===== config.mk =====
export PLATFORM = sky130hd
export DESIGN_NAME = fetch_redirect
export DESIGN_NICKNAME = d
export VERILOG_FILES = /design/src/rtl/pipeline_pkg.sv /design/src/rtl/if_id_reg.sv /design/src/rtl/fetch_redirect.sv
export SDC_FILE = /design/constraint.sdc
export NUM_CORES = 1
export LEC_CHECK = 0
export BUFFER_PORTS_ARGS = -buffer_cell sky130_fd_sc_hd__clkbuf_2
export CORE_ASPECT_RATIO = 1.5
export CORE_UTILIZATION = 49
export DETAILED_ROUTE_END_ITERATION = 10
export GPL_TIMING_DRIVEN = 0
export PLACE_DENSITY = 0.84
export SYNTH_ARGS = -nofsm -noshare
export SYNTH_HDL_FRONTEND = slang
export SYNTH_SLANG_ARGS = --single-unit

===== constraint.sdc =====
create_clock -name clk -period 7.8 [get_ports clk]
set_input_delay 0.39 -clock clk [delete_from_list [all_inputs] [get_ports clk]]
set_output_delay 0.39 -clock clk [all_outputs]
set_load 0.01 [all_outputs]

===== src/rtl/pipeline_pkg.sv =====
// Shared fetch-pipeline definitions: datapath width and fetch FSM encoding.
package pipeline_pkg;
  localparam int DATA_WIDTH = 64;
  localparam int INST_WIDTH = 32;

  typedef enum logic [1:0] {
    BOOT = 2'd0,
    REQ  = 2'd1,
    WAIT = 2'd2,
    DROP = 2'd3
  } fetch_state_e;
endpackage


===== src/rtl/if_id_reg.sv =====
// IF/ID pipeline register: clear beats load, load beats hold; an unheld entry is consumed.
module if_id_reg
  import pipeline_pkg::*;
(
  input  logic                  clk,
  input  logic                  rst,
  input  logic                  i_load,
  input  logic                  i_clear,
  input  logic                  i_stall,
  input  logic [DATA_WIDTH-1:0] i_pc,
  input  logic [INST_WIDTH-1:0] i_inst,
  output logic                  o_valid,
  output logic [DATA_WIDTH-1:0] o_pc,
  output logic [INST_WIDTH-1:0] o_inst
);
  logic                  r_valid;
  logic [DATA_WIDTH-1:0] r_pc;
  logic [INST_WIDTH-1:0] r_inst;

  always_ff @(posedge clk or posedge rst) begin
    if (rst) begin
      r_valid <= 1'b0;
      r_pc    <= '0;
      r_inst  <= '0;
    end else if (i_clear) begin
      r_valid <= 1'b0;
    end else if (i_load) begin
      r_valid <= 1'b1;
      r_pc    <= i_pc;
      r_inst  <= i_inst;
    end else if (!(i_stall && r_valid)) begin
      r_valid <= 1'b0;
    end
  end

  assign o_valid = r_valid;
  assign o_pc    = r_pc;
  assign o_inst  = r_inst;
endmodule


===== src/rtl/fetch_redirect.sv =====
// Instruction fetch with single outstanding request and redirect handling.
// A redirect that races an accepted request marks its response stale (DROP).
module fetch_redirect
  import pipeline_pkg::*;
#(
  parameter logic [DATA_WIDTH-1:0] RESET_PC = 64'h8000_0000
) (
  input  logic                  clk,
  input  logic                  rst,
  input  logic                  flush_if,
  input  logic                  prediction_failed,
  input  logic [DATA_WIDTH-1:0] redirect_pc,
  input  logic                  stall,
  output logic                  req_valid,
  input  logic                  req_ready,
  output logic [DATA_WIDTH-1:0] req_pc,
  input  logic                  rsp_valid,
  input  logic [INST_WIDTH-1:0] rsp_inst,
  output logic                  if_valid,
  output logic [DATA_WIDTH-1:0] if_pc,
  output logic [INST_WIDTH-1:0] if_inst,
  output logic [31:0]           redirect_count
);
  localparam logic [DATA_WIDTH-1:0] INST_BYTES = DATA_WIDTH'(4);

  fetch_state_e          r_state;
  logic [DATA_WIDTH-1:0] r_pc;
  logic [DATA_WIDTH-1:0] r_inflight_pc;
  logic [31:0]           r_redirect_count;

  logic                  w_req_fire;
  logic                  w_rsp_take;
  logic                  w_if_clear;
  logic [DATA_WIDTH-1:0] w_next_seq_pc;

  // Request is withheld while decode is holding a valid instruction.
  assign req_valid      = (r_state == REQ) && !(if_valid && stall);
  assign req_pc         = r_pc;
  assign redirect_count = r_redirect_count;

  assign w_req_fire    = req_valid && req_ready;
  assign w_rsp_take    = (r_state == WAIT) && rsp_valid && !prediction_failed;
  assign w_if_clear    = flush_if || prediction_failed;
  assign w_next_seq_pc = r_inflight_pc + INST_BYTES;

  always_ff @(posedge clk or posedge rst) begin
    if (rst) begin
      r_state          <= BOOT;
      r_pc             <= RESET_PC;
      r_inflight_pc    <= RESET_PC;
      r_redirect_count <= '0;
    end else begin
      if (prediction_failed) begin
        r_redirect_count <= r_redirect_count + 32'd1;
      end
      case (r_state)
        BOOT: begin
          r_state <= REQ;
          r_pc    <= prediction_failed ? redirect_pc : RESET_PC;
        end
        REQ: begin
          if (prediction_failed) begin
            r_pc <= redirect_pc;
          end
          if (w_req_fire) begin
            r_inflight_pc <= r_pc;
            r_state       <= prediction_failed ? DROP : WAIT;
          end
        end
        WAIT: begin
          if (rsp_valid) begin
            r_state <= REQ;
            r_pc    <= prediction_failed ? redirect_pc : w_next_seq_pc;
          end else if (prediction_failed) begin
            r_state <= DROP;
            r_pc    <= redirect_pc;
          end
        end
        DROP: begin
          if (prediction_failed) begin
            r_pc <= redirect_pc;
          end
          if (rsp_valid) begin
            r_state <= REQ;
          end
        end
        default: r_state <= BOOT;
      endcase
    end
  end

  if_id_reg u_if_id_reg (
    .clk     (clk),
    .rst     (rst),
    .i_load  (w_rsp_take),
    .i_clear (w_if_clear),
    .i_stall (stall),
    .i_pc    (r_inflight_pc),
    .i_inst  (rsp_inst),
    .o_valid (if_valid),
    .o_pc    (if_pc),
    .o_inst  (if_inst)
  );
endmodule


==> impl_results.md <==
* Status: complete, no violations
* Crit-path slowest cell: nor2_2
* R2R depth at 10
* CTS tree: built
* Clock sinks at 259
* Critical path fanouts, max at 10
* Unrepaired setup endpoints after global routing: false
* Largest net degree at the start of global routing at 134
* Leakage Power at 7.261 nW
* WP buf/inv at 3
* Reg2reg setup slack at 4.45 ns
* Crit share post-route at 0.4292
* Via density at 5.849
* Layout Nets at 1,477
* Fmax at 298.7 MHz
* Clk Latency, worst-skew pair at 0.54 ns
* Layout area overhead at 23.43%
* Setup TNS at 0 ns
* WL/cell at 21.50 um
* Mean Syn Cell Area at 11.66 um2
* Max Cap Violations at 0
* Cell area after synthesis at 0.01216 mm2
* Worst hold slack at 0.01767 ns
* Rows at 70
* Max-slew violation count at 0
* Top Ports at 297
* CTS clk-pin slew, worst paths at 0.07 ns
* Initial Util at 0.4994
* H-tree levels at 1
* Arr. time, crit path at 3.80 ns
* CTS Buffer Depth at 3
* Post-CTS sizing at 0
* FF-to-FF End: req_pc[41]$_DFF_PP0_
* Required time of the critical path at 8.25 ns
* Final Skew at 0.01253 ns
* All-Layer GR Usage at 0.2939
* Yosys reg bits at 259
* Num CTS Buffers at 26
* Initial DRC count at 674
* Final setup vio count at 0
* Clock root buffer master: clkbuf_16
* Kind of start point of the critical path: flip-flop
* Crit path max-delay family: simple AND/OR/NAND/NOR gates
* Peak supply drop at 0.3421 mV
* Non-filler cells, final at 1,712
* Post-DP HPWL at 26.48 mm
* First-pass GRT wire length at 56.85 mm
* Final Hold Violating Endpoints at 0
* Die Span X at 130.6 um
* Tmin final at 3.347 ns
* Critical Path End Type: flip-flop
* Final Wtd Congestion at 0.9337
* Die height at 194.9 um
* Placed insts at 1,664
* Seq/Total Area, Yosys at 0.5332
* Initial antenna violation count at 1
* Layout cells sized above 1 at 0.3994
* Synth warn at 0
* Total number of vias at 10,010
* Crit Reg-Reg Startpoint: r_state[0]$_DFFE_PP0P_
* GR Overflow Total at 0
* Worst path max stage delay at 0.54 ns
* Crit Path Class: reg2reg
* Post-CTS Setup Inserts at 0
* Drt total wl at 36.82 mm
* Cells after Synth at 1,043
* Core box area at 0.02435 mm2
* Syn nets at 1,152
* Vias in the first global route at 10,220
* Hold-fix buffers, CTS at 0
* Post-DRT Antenna Nets at 0
* Worst-margin pin slew at 1.270 ns
* Synth unique cells at 56
* IO Port Bufs at 296
* Worst-path cell chain: inv_1 > ha_1 > nor2b_1 > nand2b_1 > clkbuf_1 > nor2_1 > nor2_2 > buf_2 > a22oi_1 > o21ai_1
* Hold Path Class: in2async
* Slew margin rel. at 0.1454
* First-pass iteration count of the detailed router at 6
* Die area at 0.02546 mm2
* DRC viols at 0
* Power Density at 378.3 mW/mm2
[logic make-up (layout without fill, tap and decap cells)]
kind of cell,Yosys count,count (layout),share of synthesized area
simple gates,288,288,0.1347
flops,259,259,0.5332
compound gates,172,172,0.09024
mux,163,163,0.1508
xor+xnor,85,85,0.06123
buf+inv,70,414,0.02367
fa+ha+maj,6,6,0.006174
other cells,0,1,0
[worst max-delay path by stage]
stage | start | cells after the start | end
4_1_cts | r_state[0]$_DFFE_PP0P_ | 7 | u_if_id_reg.o_inst[31]$_DFFE_PP0P_
6_report | r_state[0]$_DFFE_PP0P_ | 10 | req_pc[41]$_DFF_PP0_
3_5_place_dp | r_state[0]$_DFFE_PP0P_ | 7 | u_if_id_reg.o_pc[4]$_DFFE_PP0P_
3_3_place_gp | rst | 2 | u_if_id_reg.o_pc[1]$_DFFE_PP0P_
2_1_floorplan | rst | 1 | r_inflight_pc[0]$_DFFE_PP0P_
5_1_grt | r_state[1]$_DFFE_PP0P_ | 10 | req_pc[25]$_DFF_PP0_
[layout by cell type (no fill, tap or decap), types with 6 or more instances in the layout]
cell / n
o21ai_1: 17
nand4_1: 21
buf_2: 8
xor2_1: 21
and3_1: 25
a221oi_1: 10
o21ai_0: 33
nand3_1: 35
xnor2_1: 64
dfrtp_1: 257
nor3_2: 15
nand2_1: 73
clkbuf_2: 296
ha_1: 6
a21oi_1: 51
nor2_1: 65
o211ai_1: 9
mux2_2: 161
clkbuf_1: 46
a22oi_1: 23
and2_1: 6
a211oi_1: 6
inv_1: 15
clkbuf_16: 27
nor3_1: 8
[stage by stage]
stage	utilization	cell area (um2)	total power [mW]	worst slack (ns)
floorplan	-	12160	3.425	0.2865
global placement	0.5769	14050	4.227	-2.336
detailed placement	0.5785	14090	4.315	4.644
CTS	0.6163	15010	5.671	4.599
global route	0.6164	15010	5.960	4.387
finish	0.6164	15010	5.677	4.453
[where the power goes]
group,internal (mW),leakage [nW],switching [mW]
combinational,0.867,3.40,1.09
clock,0.804,0.451,0.541
sequential,1.86,3.41,0.515
[layer usage]
metal,vias up,share of wire,global-route usage
li1,4403,-,-
met2,521,0.50,0.4907
met5,-,0,0
met3,142,0.088,0.06799
met4,0,0.062,0.1682
met1,4948,0.35,0.3409
[synthesized netlist by cell type (all sizes together)]
library cell,instances,area share
a211o,1,0.00072
a211oi,6,0.0037
a21oi,51,0.021
a221oi,12,0.0097
a22o,1,0.00072
a22oi,23,0.014
a31oi,1,0.00051
a32o,1,0.00082
a32oi,2,0.0014
and2,6,0.0031
and3,25,0.013
and4,4,0.0029
buf,11,0.0055
clkbuf,42,0.013
dfrtp,257,0.53
dfstp,2,0.0043
ha,6,0.0062
inv,17,0.0052
mux2,161,0.15
mux2i,2,0.0016
nand2,73,0.023
nand2b,1,0.00051
nand3,35,0.014
nand4,28,0.019
nand4b,1,0.00072
nor2,68,0.022
nor2b,3,0.0015
nor3,24,0.017
nor3b,2,0.0016
nor4,12,0.013
o211a,3,0.0025
o211ai,11,0.0076
o21a,3,0.0019
o21ai,50,0.021
o221ai,5,0.0036
o31a,1,0.00072
o31ai,1,0.00062
or2,1,0.00051
or3,5,0.0026
xnor2,64,0.046
xor2,21,0.015
[flip-flops by register name (all words and copies together), names as in the netlist]
signal and flops:
req_pc 64, u_if_id_reg.o_pc 64, u_if_id_reg.o_valid 1, r_inflight_pc 64, u_if_id_reg.o_inst 32, r_state 2, redirect_count 32
[cell type report]
type	instances	area (um2)
Inverter	17	71.32
Antenna cell	1	2.502
Tap cell	324	405.4
Buffer	53	224.0
Clock buffer	35	745.7
Timing Repair Buffer	297	1509
Multi-Input combinational cell	714	5393
Fill cell	1999	9340
Sequential cell	259	6484
Clock inverter	12	173.9
Note: power is estimated with default switching activity, not from simulation.
